File: src/rtl/inst_fetch_arbiter_if.sv
// Bundles the fetch-way handshakes, flush and instruction-memory port of the
// fetch arbiter. The master modport is the arbiter's view; slave is its environment.
interface inst_fetch_arbiter_if #(
    parameter int ADDR_W = 32,
    parameter int DATA_W = 32
);
    logic              flush_i;

    logic              way0_req_i;
    logic [ADDR_W-1:0] way0_addr_i;
    logic              way0_ready_i;
    logic              way0_gnt_o;
    logic              way0_valid_o;
    logic [DATA_W-1:0] way0_inst_o;
    logic [ADDR_W-1:0] way0_addr_o;

    logic              way1_req_i;
    logic [ADDR_W-1:0] way1_addr_i;
    logic              way1_ready_i;
    logic              way1_gnt_o;
    logic              way1_valid_o;
    logic [DATA_W-1:0] way1_inst_o;
    logic [ADDR_W-1:0] way1_addr_o;

    logic              mem_req_o;
    logic [ADDR_W-1:0] mem_addr_o;
    logic              mem_gnt_i;
    logic              mem_rvalid_i;
    logic [DATA_W-1:0] mem_rdata_i;

    modport master (
        input  flush_i,
        input  way0_req_i, way0_addr_i, way0_ready_i,
        output way0_gnt_o, way0_valid_o, way0_inst_o, way0_addr_o,
        input  way1_req_i, way1_addr_i, way1_ready_i,
        output way1_gnt_o, way1_valid_o, way1_inst_o, way1_addr_o,
        output mem_req_o, mem_addr_o,
        input  mem_gnt_i, mem_rvalid_i, mem_rdata_i
    );

    modport slave (
        output flush_i,
        output way0_req_i, way0_addr_i, way0_ready_i,
        input  way0_gnt_o, way0_valid_o, way0_inst_o, way0_addr_o,
        output way1_req_i, way1_addr_i, way1_ready_i,
        input  way1_gnt_o, way1_valid_o, way1_inst_o, way1_addr_o,
        input  mem_req_o, mem_addr_o,
        output mem_gnt_i, mem_rvalid_i, mem_rdata_i
    );
endinterface

File: src/rtl/inst_fetch_arbiter.sv
// Round-robin arbiter sharing one instruction-memory port between two fetch
// ways, one transaction in flight, with flush cancellation and response backpressure.
module inst_fetch_arbiter #(
    parameter int ADDR_W = 32,
    parameter int DATA_W = 32
) (
    input  logic                 clk,
    input  logic                 reset_n,
    inst_fetch_arbiter_if.master bus
);
    typedef enum logic [1:0] {IDLE, REQ, WAIT, DELIVER} state_t;

    state_t            state_q, state_d;
    logic              owner_q, owner_d;
    logic              last_owner_q, last_owner_d;
    logic              drop_q, drop_d;
    logic              mem_req_q;
    logic [ADDR_W-1:0] mem_addr_q, mem_addr_d;
    logic              load_rsp;
    logic              sel;

    logic [1:0]        req_w;
    logic [1:0]        ready_w;
    logic              gnt_w     [2];
    logic [ADDR_W-1:0] addr_in_w [2];
    logic              valid_q   [2];
    logic [DATA_W-1:0] inst_q    [2];
    logic [ADDR_W-1:0] addr_q    [2];

    assign req_w        = {bus.way1_req_i, bus.way0_req_i};
    assign ready_w      = {bus.way1_ready_i, bus.way0_ready_i};
    assign addr_in_w[0] = bus.way0_addr_i;
    assign addr_in_w[1] = bus.way1_addr_i;

    always_comb begin
        state_d      = state_q;
        owner_d      = owner_q;
        last_owner_d = last_owner_q;
        drop_d       = drop_q;
        mem_addr_d   = mem_addr_q;
        load_rsp     = 1'b0;
        // On a tie the way that did not last complete a delivery wins.
        sel          = (&req_w) ? ~last_owner_q : req_w[1];
        case (state_q)
            IDLE: begin
                if (|req_w) begin
                    owner_d    = sel;
                    mem_addr_d = addr_in_w[sel];
                    drop_d     = 1'b0;
                    state_d    = REQ;
                end
            end
            REQ: begin
                if (bus.mem_gnt_i) begin
                    drop_d  = bus.flush_i;
                    state_d = WAIT;
                end else if (bus.flush_i) begin
                    state_d = IDLE;
                end
            end
            WAIT: begin
                if (bus.mem_rvalid_i) begin
                    drop_d = 1'b0;
                    if (drop_q || bus.flush_i) begin
                        state_d = IDLE;
                    end else begin
                        load_rsp = 1'b1;
                        state_d  = DELIVER;
                    end
                end else if (bus.flush_i) begin
                    drop_d = 1'b1;
                end
            end
            DELIVER: begin
                // A transfer coinciding with a flush still counts as delivered.
                if (ready_w[owner_q]) begin
                    last_owner_d = owner_q;
                    state_d      = IDLE;
                end else if (bus.flush_i) begin
                    state_d = IDLE;
                end
            end
            default: state_d = IDLE;
        endcase
    end

    always_ff @(posedge clk) begin
        if (!reset_n) begin
            state_q      <= IDLE;
            owner_q      <= 1'b0;
            last_owner_q <= 1'b1;
            drop_q       <= 1'b0;
            mem_req_q    <= 1'b0;
            mem_addr_q   <= '0;
        end else begin
            state_q      <= state_d;
            owner_q      <= owner_d;
            last_owner_q <= last_owner_d;
            drop_q       <= drop_d;
            mem_req_q    <= (state_d == REQ);
            mem_addr_q   <= mem_addr_d;
        end
    end

    generate
        for (genvar gi = 0; gi < 2; gi++) begin : g_way
            assign gnt_w[gi] = (state_q == REQ) && bus.mem_gnt_i && (owner_q == 1'(gi));

            // These registers double as the response register for this way.
            always_ff @(posedge clk) begin
                if (!reset_n) begin
                    valid_q[gi] <= 1'b0;
                    inst_q[gi]  <= '0;
                    addr_q[gi]  <= '0;
                end else begin
                    valid_q[gi] <= (state_d == DELIVER) && (owner_d == 1'(gi));
                    if (load_rsp && (owner_q == 1'(gi))) begin
                        inst_q[gi] <= bus.mem_rdata_i;
                        addr_q[gi] <= mem_addr_q;
                    end
                end
            end
        end
    endgenerate

    assign bus.mem_req_o    = mem_req_q;
    assign bus.mem_addr_o   = mem_addr_q;
    assign bus.way0_gnt_o   = gnt_w[0];
    assign bus.way0_valid_o = valid_q[0];
    assign bus.way0_inst_o  = inst_q[0];
    assign bus.way0_addr_o  = addr_q[0];
    assign bus.way1_gnt_o   = gnt_w[1];
    assign bus.way1_valid_o = valid_q[1];
    assign bus.way1_inst_o  = inst_q[1];
    assign bus.way1_addr_o  = addr_q[1];
endmodule

File: src/flat_wrapper.sv
// flat-port wrapper written by rule: the top's interface ports become plain ports
module inst_fetch_arbiter_flat 
#(
    parameter int ADDR_W = 32,
    parameter int DATA_W = 32
)
  (clk, reset_n, bus_flush_i, bus_way0_req_i, bus_way0_addr_i, bus_way0_ready_i, bus_way0_gnt_o, bus_way0_valid_o, bus_way0_inst_o, bus_way0_addr_o, bus_way1_req_i, bus_way1_addr_i, bus_way1_ready_i, bus_way1_gnt_o, bus_way1_valid_o, bus_way1_inst_o, bus_way1_addr_o, bus_mem_req_o, bus_mem_addr_o, bus_mem_gnt_i, bus_mem_rvalid_i, bus_mem_rdata_i);
  inst_fetch_arbiter_if #(.ADDR_W(ADDR_W), .DATA_W(DATA_W)) bus_i ();
  input  logic clk;
  input  logic reset_n;
  input wire logic [$bits(bus_i.flush_i)-1:0] bus_flush_i;
  input wire logic [$bits(bus_i.way0_req_i)-1:0] bus_way0_req_i;
  input wire logic [$bits(bus_i.way0_addr_i)-1:0] bus_way0_addr_i;
  input wire logic [$bits(bus_i.way0_ready_i)-1:0] bus_way0_ready_i;
  output wire logic [$bits(bus_i.way0_gnt_o)-1:0] bus_way0_gnt_o;
  output wire logic [$bits(bus_i.way0_valid_o)-1:0] bus_way0_valid_o;
  output wire logic [$bits(bus_i.way0_inst_o)-1:0] bus_way0_inst_o;
  output wire logic [$bits(bus_i.way0_addr_o)-1:0] bus_way0_addr_o;
  input wire logic [$bits(bus_i.way1_req_i)-1:0] bus_way1_req_i;
  input wire logic [$bits(bus_i.way1_addr_i)-1:0] bus_way1_addr_i;
  input wire logic [$bits(bus_i.way1_ready_i)-1:0] bus_way1_ready_i;
  output wire logic [$bits(bus_i.way1_gnt_o)-1:0] bus_way1_gnt_o;
  output wire logic [$bits(bus_i.way1_valid_o)-1:0] bus_way1_valid_o;
  output wire logic [$bits(bus_i.way1_inst_o)-1:0] bus_way1_inst_o;
  output wire logic [$bits(bus_i.way1_addr_o)-1:0] bus_way1_addr_o;
  output wire logic [$bits(bus_i.mem_req_o)-1:0] bus_mem_req_o;
  output wire logic [$bits(bus_i.mem_addr_o)-1:0] bus_mem_addr_o;
  input wire logic [$bits(bus_i.mem_gnt_i)-1:0] bus_mem_gnt_i;
  input wire logic [$bits(bus_i.mem_rvalid_i)-1:0] bus_mem_rvalid_i;
  input wire logic [$bits(bus_i.mem_rdata_i)-1:0] bus_mem_rdata_i;
  assign bus_i.flush_i = bus_flush_i;
  assign bus_i.way0_req_i = bus_way0_req_i;
  assign bus_i.way0_addr_i = bus_way0_addr_i;
  assign bus_i.way0_ready_i = bus_way0_ready_i;
  assign bus_way0_gnt_o = bus_i.way0_gnt_o;
  assign bus_way0_valid_o = bus_i.way0_valid_o;
  assign bus_way0_inst_o = bus_i.way0_inst_o;
  assign bus_way0_addr_o = bus_i.way0_addr_o;
  assign bus_i.way1_req_i = bus_way1_req_i;
  assign bus_i.way1_addr_i = bus_way1_addr_i;
  assign bus_i.way1_ready_i = bus_way1_ready_i;
  assign bus_way1_gnt_o = bus_i.way1_gnt_o;
  assign bus_way1_valid_o = bus_i.way1_valid_o;
  assign bus_way1_inst_o = bus_i.way1_inst_o;
  assign bus_way1_addr_o = bus_i.way1_addr_o;
  assign bus_mem_req_o = bus_i.mem_req_o;
  assign bus_mem_addr_o = bus_i.mem_addr_o;
  assign bus_i.mem_gnt_i = bus_mem_gnt_i;
  assign bus_i.mem_rvalid_i = bus_mem_rvalid_i;
  assign bus_i.mem_rdata_i = bus_mem_rdata_i;
  inst_fetch_arbiter #(.ADDR_W(ADDR_W), .DATA_W(DATA_W)) u_core (.clk(clk), .reset_n(reset_n), .bus(bus_i));
endmodule
File: config.mk
export PLATFORM = sky130hd
export DESIGN_NAME = inst_fetch_arbiter_flat
export DESIGN_NICKNAME = d
export VERILOG_FILES = /design/src/rtl/inst_fetch_arbiter_if.sv /design/src/rtl/inst_fetch_arbiter.sv /design/src/flat_wrapper.sv
export SDC_FILE = /design/constraint.sdc
export NUM_CORES = 1
export LEC_CHECK = 0
export ABC_AREA = 1
export BUFFER_PORTS_ARGS = -buffer_cell sky130_fd_sc_hd__buf_2
export CAP_MARGIN = 5
export CORE_MARGIN = 1
export CORE_UTILIZATION = 49
export DETAILED_ROUTE_END_ITERATION = 8
export PLACE_DENSITY = 0.8
export SYNTH_ARGS = -nofsm -noshare
export SYNTH_HDL_FRONTEND = slang
export SYNTH_SLANG_ARGS = --single-unit
File: constraint.sdc
create_clock -name clk -period 7.55 [get_ports clk]
set_clock_uncertainty 0.1 [all_clocks]
set_input_delay 0.3775 -clock clk [delete_from_list [all_inputs] [get_ports clk]]
set_output_delay 0.3775 -clock clk [all_outputs]
set_load 0.03 [all_outputs]
==> reports/metrics.yaml, run 1 <==
drc: 0
drtIter0Drc: 358
fin_tns_setup_ps: 0
cp_num_buf_inv: 3
hold_class: "in2reg"
vias_per_cell: 4.96
clk-insertion-delay-late_ps: 420
peakVddDrop_mv: 0.172
grt-ovfl-total: 0
fillers: 1076
slew_headroom_pct: 26.1
p_clk_share_pct: 33.0
core_area_um2: 13500
cts_hold_buf: 0
grt_pass1_wl_um: 25400
dp.cells: 1038
final_cell_mix: "buf_2 (269), edfxtp_1 (128), nand2_1 (91)"
slew_viol_final: 0
area.growth.synth_to_final_pct: 28.4
synth_seq_cells: 168
yosysSeqAreaShare_pct: 67.8
cp_slowest_cell: "o21ai_4"
path_cells: "inv_1, ha_1, nand2_1, inv_1, nand2_2, o21ai_4, buf_4"
grt_usage_pct: 23.6
p_int_mw: 1.69
nets: 992
pwr-share-seq_pct: 46.5
start_util_pct: 50.9
startpoint_type: "flop"
synth.distinct_cells: 23
dp.final_hpwl_um: 11500
die_h_um: 120
clock-sinks: 168
hold_viol: 0
p_total_mw: 2.44
cts_tree: "yes"
utilization_pct: 65.4
required_ps: 7510
combinationalPowerShare_pct: 20.5
grt_max_degree: 65
timing.final.ws_setup_ps: 4710
p_leak_nw: 4.06
synthTopCellsByArea: "edfxtp_1 (56%), dfxtp_1 (12%), nor2_2 (5.9%), nand2_1 (5.0%), inv_1 (4.5%)"
synth_top_area_share_pct: 56.1
h-tree-depth: 4
rows: 42
synth_largest_area_cell: "edfxtp_1"
antenna_found_initial: 2
final_common_cell: "buf_2"
drive_above_1_share_pct: 41.5
gp_congestion: 0.852
swShare_pct: 30.7
layoutNonFillerInstCount: 1071
pwr_density_cell_nw_per_um2: 277
grt_pass1_vias: 5009
cp_max_fo: 36
endpoint_kind: "flop"
yosys_warnings: 0
io_pins: 270
die_area_um2: 14500
die_x_um: 120
root_buffer: "clkbuf_16"
post_cts_buffers: 0
antenna_left: 0
cts_buffers: 17
worstMarginPinSlew_ps: 1110
syn_area_um2: 6850
clockBufferDepth: 2
pre_cts_ws_ps: 4700
worstSetupPathType: "reg2reg"
vias: 5308
syn_area_per_cell_um2: 11.1
ctsResizeCount: 0
slowest_delay_ps: 800
rsz0062_at_grt: "false"
setup_viol: 0
finalCritPeriodShare_pct: 37.7
worstPathArrival_ps: 2800
path_delay_family: "compound AO/OA/AOI/OAI gates"
syn-instance-count: 618
post_drt_wl_per_cell_um: 15.4
cp_common_cell: "inv_1"
fin_crit_ps: 2840
drt-pass1-iter-count: 5
wirelength_um: 16500
switching_power_mw: 0.748
fmax_mhz: 352
status: "completed"
syn_nets: 729
cts.clk_slew.worst_paths_ps: 60
place.port_buffers: 269
max-cap-violations: 0
==> worst reg2reg max path: stages, from the launching register on <==
cell	delay [ps]
dfxtp_1	360
inv_1	160
ha_1	240
nand2_1	70
inv_1	60
nand2_2	100
o21ai_4	800
buf_4	580
==> metal layers <==
layer	wire, um	GRT usage (%)
met1	6760	29.5
met2	8030	38.6
met3	1390	6.89
met4	316	9.41
met5	0	0
==> registers in the layout (all words and copies together) (netlist names) <==
register	flops
u_core.last_owner_q	1
u_core.state_q	2
u_core.valid_q	2
u_core.owner_q	1
u_core.drop_q	1
u_core.inst_q	64
u_core.bus.mem_addr_o	32
u_core.bus.mem_req_o	1
u_core.addr_q	64
==> path summary, 6_finish.rpt <==
path,from,cells past startpoint,slack [ps],to
max,u_core.state_q[0]$_SDFF_PN0_,7,4710,u_core.inst_q[1][9]$_SDFFCE_PN0P_
min,bus_way1_addr_i[1],3,120,u_core.bus.mem_addr_o[1]$_SDFFE_PN0P_
max reg2reg,u_core.state_q[0]$_SDFF_PN0_,7,4710,u_core.inst_q[1][9]$_SDFFCE_PN0P_
min reg2reg,u_core.drop_q$_SDFFE_PN0P_,2,370,u_core.drop_q$_SDFFE_PN0P_
==> cell families (layout without fill, tap and decap cells) <==
group | count (synthesis) | after routing | synth area share, %
AND/OR/NAND/NOR | 253 | 253 | 16.9
flip-flops | 168 | 168 | 67.8
buffers and inverters | 114 | 389 | 7.89
AO/OA/AOI/OAI | 77 | 77 | 6.28
adder cells (fa/ha/maj) | 6 | 6 | 1.10
other | 0 | 2 | 0
==> cells in the mapped netlist, drive strengths merged <==
cell type / count
a21oi: 5
clkbuf: 5
nand3: 11
ha: 6
o211ai: 1
a31oi: 32
and2: 1
nor2: 147
nand2: 92
nor3: 2
a21boi: 1
dfxtp: 40
edfxtp: 128
o21ai: 38
inv: 85
buf: 24
==> layout make-up <==
cell class,count,area [um2],area share [%]
flip-flops and latches,168,4640,52.8
multi-input cells,336,1690,19.2
well taps,176,220,2.50
repair buffers,273,1380,15.7
inverters,85,319,3.63
diodes,2,5.00,0.0569
clock inverters,12,109,1.24
clock buffers,19,433,4.92
==> per-stage QoR <==
| step | hold WS, ps | instance area, um2 |
|---|---|---|
| after floorplan | 333 | 6850 |
| after global placement | 352 | 8250 |
| after detailed placement | 358 | 8250 |
| after CTS | 106 | 8790 |
| after global routing | 113 | 8790 |
| final | 122 | 8790 |
==> power groups by stage <==
stage	logic, mW	clock network (mW)	registers, mW
after floorplan	0.194	0	1.30
final	0.501	0.803	1.13
after global routing	0.546	0.854	1.14
after detailed placement	0.500	0	1.15
after CTS	0.503	0.814	1.13
after global placement	0.497	0	1.15
Note: power is estimated with default switching activity, not from simulation.
==> run 2: changes to the inputs <==
clock period = 2.8 ns   (was 7.55 ns; I/O delays follow)
==> run 2 against run 1 <==
Effect of this change: non-clock buffer count is 106 higher; maximum frequency is 9.5% higher; first-iteration DRC count is 24% higher; flip-flop and latch count stayed put; register-to-register slack worse by 4500 ps; core utilization is 8.2 points higher; sequential power grew to 2.7 times the previous value; global-route usage is 3.4 points higher; critical path type unchanged; highest routed layer unchanged.
==> reports/metrics.yaml, run 2 (synthesis results as in run 1) <==
max-cap-violations: 0  # unchanged
die_h_um: 120  # unchanged
dr_wl_met2_um: 9730  # +21%
path_delay_family: "buffers and inverters"
path_cells: "inv_1, ha_1, o21ai_1, inv_4, o21ai_0, a31oi_1, dlygate4sd3_1"
peakVddDrop_mv: 0.401  # +130%
dp.final_hpwl_um: 11900  # +3.5%
drtIter0Drc: 443  # +24%
startpoint_type: "flop"
core_area_um2: 13500  # unchanged
cts.clk_slew.worst_paths_ps: 70  # about the same
hold_viol: 0  # unchanged
antenna_found_initial: 1  # -1
slew_viol_final: 0  # unchanged
worstSetupPathType: "reg2reg"
hold_class: "in2reg"
seq_area_um2: 4640  # unchanged
h-tree-depth: 4  # unchanged
r2r_cells: 7  # unchanged
dp.cells: 1046  # +0.77%
drc: 0  # unchanged
cp_slowest_cell: "dlygate4sd3_1"
slew_headroom_pct: 63.2  # +37 points
wl_met3_um: 1340  # -3.9%
cp_max_fo: 63  # +75%
io_pins: 270  # unchanged
worstPathArrival_ps: 2800  # about the same
setup_viol: 0  # unchanged
vias_per_cell: 4.99  # +0.63%
worstMarginPinSlew_ps: 552  # -556 ps
fmax_mhz: 385  # +9.5%
utilization_pct: 73.6  # +8.2 points
layoutNonFillerInstCount: 1177  # +9.9%
wirelength_um: 19100  # +16%
multiInputGateArea_um2: 1690  # unchanged
cp.depth: 7  # unchanged
cts_tree: "yes"
pwr_density_cell_nw_per_um2: 703  # +150%
whs_ps: 30.6  # -91.7 ps
place.port_buffers: 269  # unchanged
grt_pass1_wl_um: 29300  # +16%
post_drt_wl_per_cell_um: 16.3  # +5.6%
grt_max_degree: 64  # -1.5%
die_x_um: 120  # unchanged
cp_num_buf_inv: 3  # unchanged
area.growth.synth_to_final_pct: 44.5
final_common_cell: "buf_2"
placed_area_um2: 8330  # +1.0%
endpoint_kind: "flop"
slowest_delay_ps: 610  # -190 ps
drt-met1-wl_um: 7450  # +10%
nets: 1098  # +11%
required_ps: 3010  # -4500 ps
clockBufferDepth: 2  # unchanged
cts_buffers: 17  # unchanged
post_cts_buffers: 0  # unchanged
rows: 42  # unchanged
antenna_left: 0  # unchanged
final_cell_mix: "buf_2 (269), edfxtp_1 (128), dlygate4sd3_1 (98)"
postLayoutCellArea_um2: 9900  # +13%
finalCritPeriodShare_pct: 92.7  # +55 points
clk-insertion-delay-late_ps: 420  # about the same
p_leak_nw: 4.57  # +13%
drt-pass1-iter-count: 5  # unchanged
fin_crit_ps: 2600  # -247 ps
vias: 5870  # +11%
min_path_cells: 4  # +1
highest_layer: "met4"
grt-ovfl-total: 0  # unchanged
drive_above_1_share_pct: 38.3  # -3.2 points
grt_usage_pct: 26.9  # +3.4 points
status: "completed"
fillers: 900  # -16%
grt_pass1_vias: 5652  # +13%
p_total_mw: 6.96  # +190%
die_area_um2: 14500  # unchanged
start_util_pct: 50.9  # unchanged
gp_congestion: 0.848  # -0.55%
root_buffer: "clkbuf_16"
clock-sinks: 168  # unchanged
rsz0062_at_grt: "false"
-- run 2: final timing paths --
check                                                         endpoint                          from  slack (ps)
worst max-delay path            u_core.bus.mem_addr_o[29]$_SDFFE_PN0P_  u_core.state_q[1]$_SDFF_PN0_         200
worst min-delay path                         u_core.owner_q$_SDFF_PN0_                bus_way0_req_i          30
worst max register to register  u_core.bus.mem_addr_o[29]$_SDFFE_PN0P_  u_core.state_q[1]$_SDFF_PN0_         200
worst min register to register              u_core.drop_q$_SDFFE_PN0P_    u_core.drop_q$_SDFFE_PN0P_         370
-- run 2: routing by layer --
metal / vias to the layer above / global-route usage [%]
met4: 0 / 11.5
met2: 323 / 47.3
met5: - / 0
li1: 2767 / -
met3: 47 / 5.75
met1: 2733 / 31.9
-- run 2: through the flow --
step                TNS [ps]  setup WS, ps
floorplan             -34180          -267
global route               0          83.5
finish                     0           204
detailed placement         0           655
CTS                        0           153
global placement           0           735
-- run 2: timing repair --
action	CTS	global route
hold buffers	98	0
gates resized for setup	0	2
endpoints found under the hold margin	98	0
endpoints found under the setup margin	0	28
-- run 2: layout make-up --
type | count | area share [%]
antenna | 1 | 0.0253
clock buffer | 18 | 4.34
clock inverter | 14 | 1.52
inverter | 85 | 3.25
multi-input combinational | 336 | 17.0
sequential | 168 | 46.9
tap | 176 | 2.23
timing repair buffer | 379 | 24.7
-- run 2: power by group --
group / leakage [nW] / internal, mW / switching (mW) / total, mW
clock network: 0.269 / 1.32 / 0.969 / 2.29
registers: 1.65 / 2.90 / 0.148 / 3.05
logic: 2.65 / 0.560 / 1.06 / 1.62
total: 4.57 / 4.78 / 2.18 / 6.96
-- run 2: tightest hold or removal path, stage by stage --
cell and delay [ps]:
buf_2 110, nand2_1 80, nand3_1 90, a21oi_1 80
==> run 3: changes to the inputs <==
CORE_ASPECT_RATIO = 0.8   (was unset)
==> run 3 against run 2 <==
Effect of this change: register-to-register slack improved by 20 ps; wire length is 0.55% lower; critical path depth rose by 1; largest cell class unchanged.
==> reports/metrics.yaml, run 3 (synthesis results as in run 1) <==
cts.clk_slew.worst_paths_ps: 70  # about the same
grt_pass1_wl_um: 28400  # -2.9%
antenna_found_initial: 0  # -1
pwr_density_cell_nw_per_um2: 701  # -0.36%
start_util_pct: 50.4  # -0.54 points
core_area_um2: 13600  # +1.1%
placed_area_um2: 8340  # +0.12%
cp_max_fo: 64  # +1.6%
hold_viol: 0  # unchanged
r2r-start: "u_core.state_q[1]$_SDFF_PN0_"
h-tree-depth: 4  # unchanged
required_ps: 3060  # +50 ps
clock-sinks: 168  # unchanged
utilization_pct: 73.0  # -0.57 points
max-cap-violations: 0  # unchanged
root_buffer: "clkbuf_16"
p_int_mw: 4.66  # -2.6%
drt-pass1-iter-count: 5  # unchanged
path_delay_family: "buffers and inverters"
grt_usage_pct: 26.2  # -0.69 points
min_path_cells: 6  # +2
setup_viol: 0  # unchanged
die_x_um: 134  # +12%
drc: 0  # unchanged
worstHoldEndpoint: "u_core.last_owner_q$_SDFFE_PN1P_"
endpoint_kind: "flop"
fin_crit_ps: 2580  # -18.0 ps
postLayoutCellArea_um2: 9930  # +0.29%
pwr-share-seq_pct: 44.0  # about the same
clockBufferDepth: 2  # unchanged
peakVddDrop_mv: 0.521  # +30%
p_leak_nw: 4.59  # +0.47%
worstMarginPinSlew_ps: 1010  # +459 ps
wirelength_um: 19000  # -0.55%
area.growth.synth_to_final_pct: 44.9
grt-ovfl-total: 0  # unchanged
antenna_left: 0  # unchanged
grt_pass1_vias: 5712  # +1.1%
startpoint_type: "flop"
nets: 1099  # +0.091%
combinationalPowerShare_pct: 23.4  # about the same
swShare_pct: 33.0  # +1.7 points
dp.final_hpwl_um: 11700  # -1.2%
cp_num_buf_inv: 4  # +1
seq_area_um2: 4640  # unchanged
p_clk_share_pct: 32.5  # -0.4 points
post_drt_wl_per_cell_um: 16.1  # -0.89%
io_pins: 270  # unchanged
final_common_cell: "buf_2"
ctsResizeCount: 0  # unchanged
slowest_delay_ps: 570  # -40 ps
fmax_mhz: 388  # +0.70%
slew_viol_final: 0  # unchanged
multiInputGateArea_um2: 1690  # unchanged
place.port_buffers: 269  # unchanged
diodes: 0  # -1
worstSetupPathType: "reg2reg"
switching_power_mw: 2.30  # +5.4%
finalCritPeriodShare_pct: 92.1  # -0.64 points
die_h_um: 108  # -10%
fillers: 903  # +0.33%
gp_congestion: 0.902  # +6.4%
r2r_slack_ps: 220  # +20 ps
rows: 38  # -9.5%
cts_buffers: 17  # unchanged
slew_headroom_pct: 32.5  # -31 points
rsz0062_at_grt: "false"
startpoint: "u_core.state_q[1]$_SDFF_PN0_"
drtIter0Drc: 380  # -14%
clk-insertion-delay-late_ps: 420  # about the same
cp_slowest_cell: "dlygate4sd3_1"
drive_above_1_share_pct: 38.4  # +0.062 points
vias_per_cell: 4.93  # -1.1%
grt_max_degree: 65  # +1.6%
r2r_cells: 8  # +1
vias: 5823  # -0.80%
hold_class: "in2reg"
cts_tree: "yes"
die_area_um2: 14500  # about the same
final_cell_mix: "buf_2 (269), edfxtp_1 (128), dlygate4sd3_1 (100)"
worstPathArrival_ps: 2840  # +40 ps
timing.rr.end: "u_core.bus.mem_addr_o[28]$_SDFFE_PN0P_"
hold_start: "bus_way0_ready_i"
status: "completed"
path_cells: "inv_1, ha_1, o21ai_1, inv_2, buf_4, o21ai_0, a31oi_1, dlygate4sd3_1"
-- run 3: area by class of cell --
class	count	area share (%)
Clock buffer	17	4.29
Clock inverter	15	1.59
Inverter	85	3.21
Multi-Input combinational cell	336	17.0
Sequential cell	168	46.8
Tap cell	180	2.27
Timing Repair Buffer	380	24.9
-- run 3: tightest hold or removal path, cell delays in order --
cell and delay [ps]:
buf_2 100, inv_1 40, nand2_1 40, nand2_1 90
o21ai_0 80, o211ai_1 80
-- run 3: routing by layer --
layer	GRT usage [%]	up-vias	routed length, um
met4	10.8	0	357
met3	7.25	31	1770
met5	0	-	0
met2	46.1	312	9820
met1	30.3	2716	7090
li1	-	2764	-
-- run 3: what timing repair did --
item / in CTS / in global routing
endpoints found under the hold margin: 96 / 0
setup buffers: 0 / 0
hold buffers: 100 / 0
-- run 3: power by group through the flow --
stage	clock network, mW	registers, mW	logic, mW
finish	2.26	3.06	1.63
CTS	2.29	3.06	1.59
global route	2.40	3.09	1.74
detailed placement	0	3.11	1.36
floorplan	0	3.50	0.524
global placement	0	3.11	1.34
-- run 3: per-stage QoR --
step                total power [mW]  hold slack, ps  setup slack, ps  instances  setup TNS (ps)
floorplan                       4.02             199             -267        618          -34180
global placement                4.45             309              708       1049               0
detailed placement              4.47             312              615       1049               0
CTS                             6.94            88.5              393       1181               0
global route                    7.22             122             79.9       1181               0
finish                          6.96             105              222       1181               0
-- run 3: worst max path at each step --
stage,endpoint,slack (ps),depth (start not counted)
floorplan,u_core.addr_q[0][0]$_SDFFCE_PN0P_,-270,6
global route,u_core.bus.mem_addr_o[28]$_SDFFE_PN0P_,80,8
detailed placement,u_core.inst_q[1][18]$_SDFFCE_PN0P_,620,9
finish,u_core.bus.mem_addr_o[28]$_SDFFE_PN0P_,220,8
global placement,u_core.inst_q[1][19]$_SDFFCE_PN0P_,710,9
CTS,u_core.bus.mem_addr_o[13]$_SDFFE_PN0P_,390,8
